**src/rtl/inst_fetch_if.sv**
```systemverilog
`default_nettype none
// ============================================================================
// Module      : inst_fetch_if
// Description : Instruction-fetch interface. Consumes {excepttype, ce, pc}
//               from the PC generator and issues one SRAM-like fetch per PC.
//               It collects the returned instruction, presents it to ID as a
//               valid-tagged bundle, stalls PC/IF while the instruction is
//               outstanding, and cancels in-flight fetches on flush.
// Ports       : clk, rst (sync, active-low)      - clock / reset
//               stall[STALL_WD-1:0], flush        - pipeline control in
//               pc_to_ic_bus[64:0]                - {excepttype, ce, pc}
//               inst_sram_req/addr/addr_ok/data_ok/rdata - SRAM-like bus
//               if_to_id_bus[96:0]                - {valid, excepttype, pc, inst}
//               stallreq_if                       - stall request to PC/IF
// Config      : `define INST_ADDR_MAP_EN applies the fixed kseg0/kseg1
//               mapping to inst_sram_addr (buffered pc remains virtual).
// Revision    : 1.0 - initial release
// ============================================================================
module inst_fetch_if #(
  parameter int PC_TO_IC_WD = 65,
  parameter int IF_TO_ID_WD = 97,
  parameter int STALL_WD    = 6
) (
  input  logic                   clk,
  input  logic                   rst,
  input  logic [STALL_WD-1:0]    stall,
  input  logic                   flush,
  input  logic [PC_TO_IC_WD-1:0] pc_to_ic_bus,
  output logic                   inst_sram_req,
  output logic [31:0]            inst_sram_addr,
  input  logic                   inst_sram_addr_ok,
  input  logic                   inst_sram_data_ok,
  input  logic [31:0]            inst_sram_rdata,
  output logic [IF_TO_ID_WD-1:0] if_to_id_bus,
  output logic                   stallreq_if
);

  typedef enum logic [2:0] {
    ST_IDLE   = 3'd0,
    ST_REQ    = 3'd1,
    ST_WAIT   = 3'd2,
    ST_DONE   = 3'd3,
    ST_CANCEL = 3'd4
  } state_e;

  state_e      state_q, state_d;
  logic [31:0] inst_q, inst_d;
  logic [31:0] pc_buf_q, pc_buf_d;
  logic [31:0] exc_buf_q, exc_buf_d;

  // Input bus fields
  logic [31:0] in_exc;
  logic        in_ce;
  logic [31:0] in_pc;
  logic        adel;

  assign in_exc = pc_to_ic_bus[64:33];
  assign in_ce  = pc_to_ic_bus[32];
  assign in_pc  = pc_to_ic_bus[31:0];
  assign adel   = in_exc[16];

  // Only stall[1] matters to this stage.
  logic unused_stall;
  assign unused_stall = ^{stall[STALL_WD-1:2], stall[0]};

  assign inst_sram_req = in_ce & ~flush & ~adel &
                         ((state_q == ST_IDLE) | (state_q == ST_REQ));

`ifdef INST_ADDR_MAP_EN
  // kseg0/kseg1 (0x8000_0000..0xBFFF_FFFF) map onto the low 512 MB.
  always_comb begin
    inst_sram_addr = in_pc;
    if (in_pc[31:30] == 2'b10) begin
      inst_sram_addr = {3'b000, in_pc[28:0]};
    end
  end
`else
  assign inst_sram_addr = in_pc;
`endif

  // CANCEL keeps the PC frozen until the orphaned response has drained.
  assign stallreq_if = (in_ce & (state_q != ST_DONE)) | (state_q == ST_CANCEL);

  assign if_to_id_bus = (state_q == ST_DONE) ?
                        {1'b1, exc_buf_q, pc_buf_q, inst_q} : '0;

  always_comb begin
    state_d   = state_q;
    inst_d    = inst_q;
    pc_buf_d  = pc_buf_q;
    exc_buf_d = exc_buf_q;

    case (state_q)
      ST_IDLE: begin
        if (!flush) begin
          if (in_ce && adel) begin
            // Address error: deliver the exception without touching the bus.
            state_d   = ST_DONE;
            inst_d    = 32'h0;
            pc_buf_d  = in_pc;
            exc_buf_d = in_exc;
          end else if (inst_sram_req && inst_sram_addr_ok) begin
            state_d = ST_WAIT;
          end else if (inst_sram_req) begin
            state_d = ST_REQ;
          end
        end
      end

      ST_REQ: begin
        // Request was never accepted, so dropping it owes no response.
        if (flush || !inst_sram_req) begin
          state_d = ST_IDLE;
        end else if (inst_sram_addr_ok) begin
          state_d = ST_WAIT;
        end
      end

      ST_WAIT: begin
        if (flush) begin
          // A response landing with the flush retires the outstanding fetch.
          state_d = inst_sram_data_ok ? ST_IDLE : ST_CANCEL;
        end else if (inst_sram_data_ok) begin
          state_d   = ST_DONE;
          inst_d    = inst_sram_rdata;
          pc_buf_d  = in_pc;
          exc_buf_d = in_exc;
        end
      end

      ST_DONE: begin
        if (flush) begin
          state_d   = ST_IDLE;
          inst_d    = 32'h0;
          pc_buf_d  = 32'h0;
          exc_buf_d = 32'h0;
        end else if (!stall[1]) begin
          state_d = ST_IDLE;
        end
      end

      ST_CANCEL: begin
        if (inst_sram_data_ok) begin
          state_d = ST_IDLE;
        end
      end

      default: begin
        state_d = ST_IDLE;
      end
    endcase
  end

  always_ff @(posedge clk) begin
    if (!rst) begin
      state_q   <= ST_IDLE;
      inst_q    <= 32'h0;
      pc_buf_q  <= 32'h0;
      exc_buf_q <= 32'h0;
    end else begin
      state_q   <= state_d;
      inst_q    <= inst_d;
      pc_buf_q  <= pc_buf_d;
      exc_buf_q <= exc_buf_d;
    end
  end

endmodule
`default_nettype wire
```
**config.mk**
```make
export PLATFORM = sky130hd
export DESIGN_NAME = inst_fetch_if
export DESIGN_NICKNAME = d
export VERILOG_FILES = /design/src/rtl/inst_fetch_if.sv
export SDC_FILE = /design/constraint.sdc
export NUM_CORES = 1
export LEC_CHECK = 0
export CAP_MARGIN = 25
export CELL_PAD_IN_SITES_DETAIL_PLACEMENT = 0
export CELL_PAD_IN_SITES_GLOBAL_PLACEMENT = 1
export CORE_MARGIN = 2
export CORE_UTILIZATION = 28
export CTS_CLUSTER_SIZE = 14
export DETAILED_ROUTE_END_ITERATION = 7
export PLACE_DENSITY_LB_ADDON = 0.1
export SYNTH_ARGS = -nofsm -noshare
export SYNTH_HDL_FRONTEND = slang
export SYNTH_SLANG_ARGS = --single-unit
```
**constraint.sdc**
```tcl
create_clock -name clk -period 2.3 [get_ports clk]
set_input_delay 0.23 -clock clk [delete_from_list [all_inputs] [get_ports clk]]
set_output_delay 0.23 -clock clk [all_outputs]
set_load 0.05 [all_outputs]
```
### Yosys cells after proc, flatten, opt, wreduce, memory -nomap -nowiden

Index checks and enable logic that the tools add are counted.

| cells by class | value |
|---|---|
| reductions and logical operators | 8 |
| bitwise gates (word level) | 8 |
| muxes and demuxes | 30 |
| eq/ne operators | 15 |

Operator list:

| kind | count |
|---|---|
| $mux 32 | 13 |
| $pmux 32 s3 | 3 |
| $mux 97 | 1 |
| $mux 3 | 12 |
| $pmux 3 s5 | 1 |
| $reduce_and 6->1 | 2 |
| $ne 2x2->1 const B | 5 |
| $eq 3x2->1 const B | 2 |
| $ne 3x2->1 const B | 2 |
| $ne 3x3->1 const B | 2 |
| $and 1x1->1 | 4 |
| $ne 4x2->1 const B | 1 |
| $eq 3x1->1 const B | 1 |
| $eq 3x3->1 const B | 1 |
| $logic_not 3->1 | 1 |
| $reduce_bool 3->1 | 1 |
| $logic_and 1x1->1 | 2 |
| $ne 2x1->1 const B | 1 |
| $not 1->1 | 2 |
| $or 1x1->1 | 2 |
| $logic_not 1->1 | 1 |
| $logic_or 1x1->1 | 1 |

| word-level totals | value |
|---|---|
| word-level logic and storage cells | 65 |
| input bits | 108 |
| output and inout bits | 131 |
| bits in registers | 99 |

### Longest topological paths before layout

| logic depth | value |
|---|---|
| depth after elaboration | 9 |
| mapped depth | 8 |
| mapped depth without buffers | 5 |

### Worst setup path before layout

OpenSTA, ideal clock, no wires.

| timing path | value |
|---|---|
| path kind | register -> output |
| start | register state_q[1] |
| end | output if_to_id_bus[87] |
| arrival time | 2,077 ps |
| required time | 2,070 ps |
| stages on the path, launching flop included | 7 |
| buffers on the path | 2 |
| path slack | -7 ps |
| cells stage by stage | dfxtp_1 buf_2 nand2b_1 or2_2 inv_2 clkbuf_1 and2_1 |

| between the ends | value |
|---|---|
| cells in the longest elaborated chain, start to end | 2 |

Ends and longest elaborated chain:

| element | RTL line | text |
|---|---|---|
| start: declaration | 46 | `state_e state_q, state_d;` |
| start signal: assignment | 161 | `state_q <= state_d;` |
| $eq 3x2->1 | 84 | `assign if_to_id_bus = (state_q == ST_DONE) ?` |
| $mux 97 | 84 |  |
| end: declaration | 34 | `output logic [IF_TO_ID_WD-1:0] if_to_id_bus,` |

No other way between the ends.

### Worst setup path after layout

| timing path | value |
|---|---|
| start | register state_q[1] |
| end | output if_to_id_bus[62] |

Same word-level chain as after synthesis.

==> results.md <==
* Clock Power Share at 32.5%
* Setup_tns at 0 ps
* Final Hold Viols at 0
* Ranking of synthesized cells by area: dfxtp_1, nand3_1, and2_1
* Register-to-register setup slack at 600 ps
* IO buf count at about 230
* Min-delay src: rst
* Slowest stage delay, CP at 400 ps
* Critical path buffers and inverters at 3
* Flop pwr share at 43.7%
* Worst setup path startpoint: state_q[1]
* Post-route minimum period at roughly 2200 ps
* Layout Nets at 892
* Tightest Pin Transition at 818 ps
* Proportion of layout cells with a drive suffix above 1 at 17.2%
* Syn_area_per_cell at 7.64 um^2
* Syn Inst Count at 622
* Cts bufs inserted at 9
* Cell Area, Synth at 0.00475 mm^2
* Synth Register Bits at 99
* Hold buffers post-CTS at 0
* Worst ir drop on vdd at 0.312 mV
* IO Pins at ~240
* Largest area contributor in the netlist: dfxtp_1
* Worst relative slew slack at between 40% and 50%
* Total wire length at 14.1 mm
* Status: completed
* Hold WC Path Type: in -> reg
* Combinational fraction of design power at 23.8%
* GP Congestion at 0.751
* Syn Nets at 730
* Max-slew violations at 0
* Number of fill cells at approximately 1700
* Pwr/cell area at around 620 mW/mm^2
* ANT nets after route at 0
* Max H-tree Level at 3
* Hold Crit Depth at 3
* WP data required at 2070 ps
* Largest net degree at the start of global routing at 81
* Antenna Cells at 0
* Vias per inst at 4.56
* Die width at 134 um
* Maximum capacitance violations at 0
* Clock tree buffer depth at 2
* Fin util at 42.8%
* DR iter-0 viols at around 220
* Crit-path max FO at 58
* Worst R2R Start: state_q[1]
* Number of global-route vias before repair at 4147
* Synth Warn # at 0
* Achievable Freq at roughly 460 MHz
* Share of the synthesized area in the top cell type at between 40% and 50%
* Final HPWL DP at 9.58 mm
* Worst Slack Setup Final at around 140 ps
* Worst r2r path cells at 7
* Antenna violations before repair at 0
* CTS tree: built
* Hold Crit Endpoint: state_q[1]
* Clock skew at between 5 and 6 ps
* Crit path cell chain: nand2b_1 > or2_2 > inv_2 > buf_12 > and2_1 > buf_4
* Crit end category: primary output
* Crit path launch type: register
* Overall power at roughly 4.4 mW
* Cell family with most CP delay: simple AND/OR/NAND/NOR gates
* Clk_lat worst skew at 350 ps
* First-pass GRT wire length at between 20 and 25 mm
* Grt total ovfl at 0
* Num rows at 47
* Global-route usage over all layers at 15.0%
* Area Overhead vs Synth at 49.4%
* Reg-to-reg endpoint: exc_buf_q[31]
* DIE HEIGHT at 134 um
* Arr. time, crit path at about 1900 ps
* RSZ-0062 raised after global routing: no
* Sw Pwr at 1.38 mW
* P_int at 3.05 mW
* Initial Util at 28.6%
* Core area at 0.0166 mm^2
* CTS Root Cell: clkbuf_16
* Sw Ratio at 31.2%
* Final hold slack at 220 ps
* Die footprint at 0.0180 mm^2
* Average wire per standard cell at 13.9 um
* Dpl ws at around 260 ps
* Synth cell types at 30
* Setup Viol. Count Final at 0
* Crit Path Class: reg -> out
* Reg clk slew, reported paths at 70 ps
* DRT Pass-1 Iters at 4
* Post-route DRC at 0
* Clk sink count at 99
* Final Cycle Share at 94.1%
* Pleak at 2.77 nW
* Critical path's slowest cell: dfxtp_2
* Routed vias at ~4600
* Sequential share of the synthesized area at 41.7%
==> repair_timing <==
action                     in CTS  in global routing
gates resized for setup         2                  1
setup endpoints to repair      57                  2
hold endpoints to repair        0                  0
setup buffers                   0                  0
==> stage by stage <==
step | instances | area (um^2)
3_5_place_dp | 993 | 6820
4_1_cts | 1009 | 7100
6_report | 1009 | 7100
3_3_place_gp | 993 | 6820
2_1_floorplan | 622 | 4750
5_1_grt | 1009 | 7100
==> worst register-to-register path, stage by stage (launching register included) <==
cell and delay [ps]:
dfxtp_2 400, buf_4 160, nand2_1 50, a211o_1 270
a21o_4 300, buf_12 220, nand3_1 110, o21ai_0 80
==> synthesized netlist by cell type <==
cell / count
nor2b_1: 3
o31ai_1: 1
a31oi_1: 1
o21ai_1: 80
buf_1: 6
or2_2: 1
buf_4: 32
nor3_1: 1
dfxtp_1: 99
a2bb2oi_1: 1
a21o_1: 1
clkbuf_2: 3
nand2_1: 38
and2_1: 96
o21ai_0: 19
clkbuf_1: 38
o21a_1: 1
nand3b_1: 3
a211o_1: 1
nand3_1: 163
a21oi_1: 1
inv_2: 1
a211oi_1: 3
buf_6: 2
inv_1: 2
nand2b_1: 3
nor2_1: 6
buf_2: 14
or4_1: 1
nor4b_2: 1
==> flip-flops by register name, indices dropped and copies added, names as in the netlist <==
| name | cells |
|---|---|
| exc_buf_q | 32 |
| state_q | 3 |
| inst_q | 32 |
| pc_buf_q | 32 |
==> layer usage <==
metal | global-route usage (%) | up-vias | wire length, um
li1 | - | 2398 | -
met1 | 19.4 | 2058 | 6280
met2 | 23.6 | 136 | 6430
met3 | 4.91 | 12 | 1150
met4 | 5.09 | 0 | 183
met5 | 0 | - | 0
==> power by group through the flow <==
stage	sequential (mW)	combinational [mW]	clock, mW
3_3_place_gp	1.96	1.06	0
2_1_floorplan	1.93	0.707	0
6_report	1.94	1.05	1.44
4_1_cts	1.93	1.07	1.50
5_1_grt	1.96	1.16	1.57
3_5_place_dp	1.97	1.07	0
==> cell usage in the layout, fill, tap and decap left out, types with 5 or more instances in the layout <==
master	count
and2_1	96
nor2_1	5
nand3_1	163
clkbuf_16	9
buf_4	104
clkdlybuf4s50_1	133
buf_12	9
dfxtp_1	97
o21ai_0	19
nand2_1	38
o21ai_1	80
==> cell type report <==
class / instances / area (um^2) / share of cell area, %
tap: 220 / 275 / 3.88
sequential: 99 / 1990 / 28.0
multi-input combinational: 425 / 2250 / 31.8
clock buffer: 10 / 239 / 3.37
timing repair buffer: 246 / 2290 / 32.3
clock inverter: 6 / 38.8 / 0.546
inverter: 3 / 11.3 / 0.159
==> worst max path at each step <==
stage | endpoint | cells after the start | slack (ps)
finish | if_to_id_bus[62] | 6 | 140
global route | if_to_id_bus[62] | 6 | 20
CTS | if_to_id_bus[62] | 6 | 80
detailed placement | pc_buf_q[22] | 7 | 260
global placement | pc_buf_q[23] | 7 | 270
floorplan | if_to_id_bus[87] | 6 | 280
==> cells by family (layout without fill, tap and decap cells) <==
family                 after synthesis  after routing  share of synthesized area [%]
DFF                                 99             99                           41.7
AOI/OAI and AO/OA                  109            109                           12.0
buffers and inverters               98            265                           11.0
and+or+nand+nor                    316            316                           35.3
(Power assumes the default switching activity.)
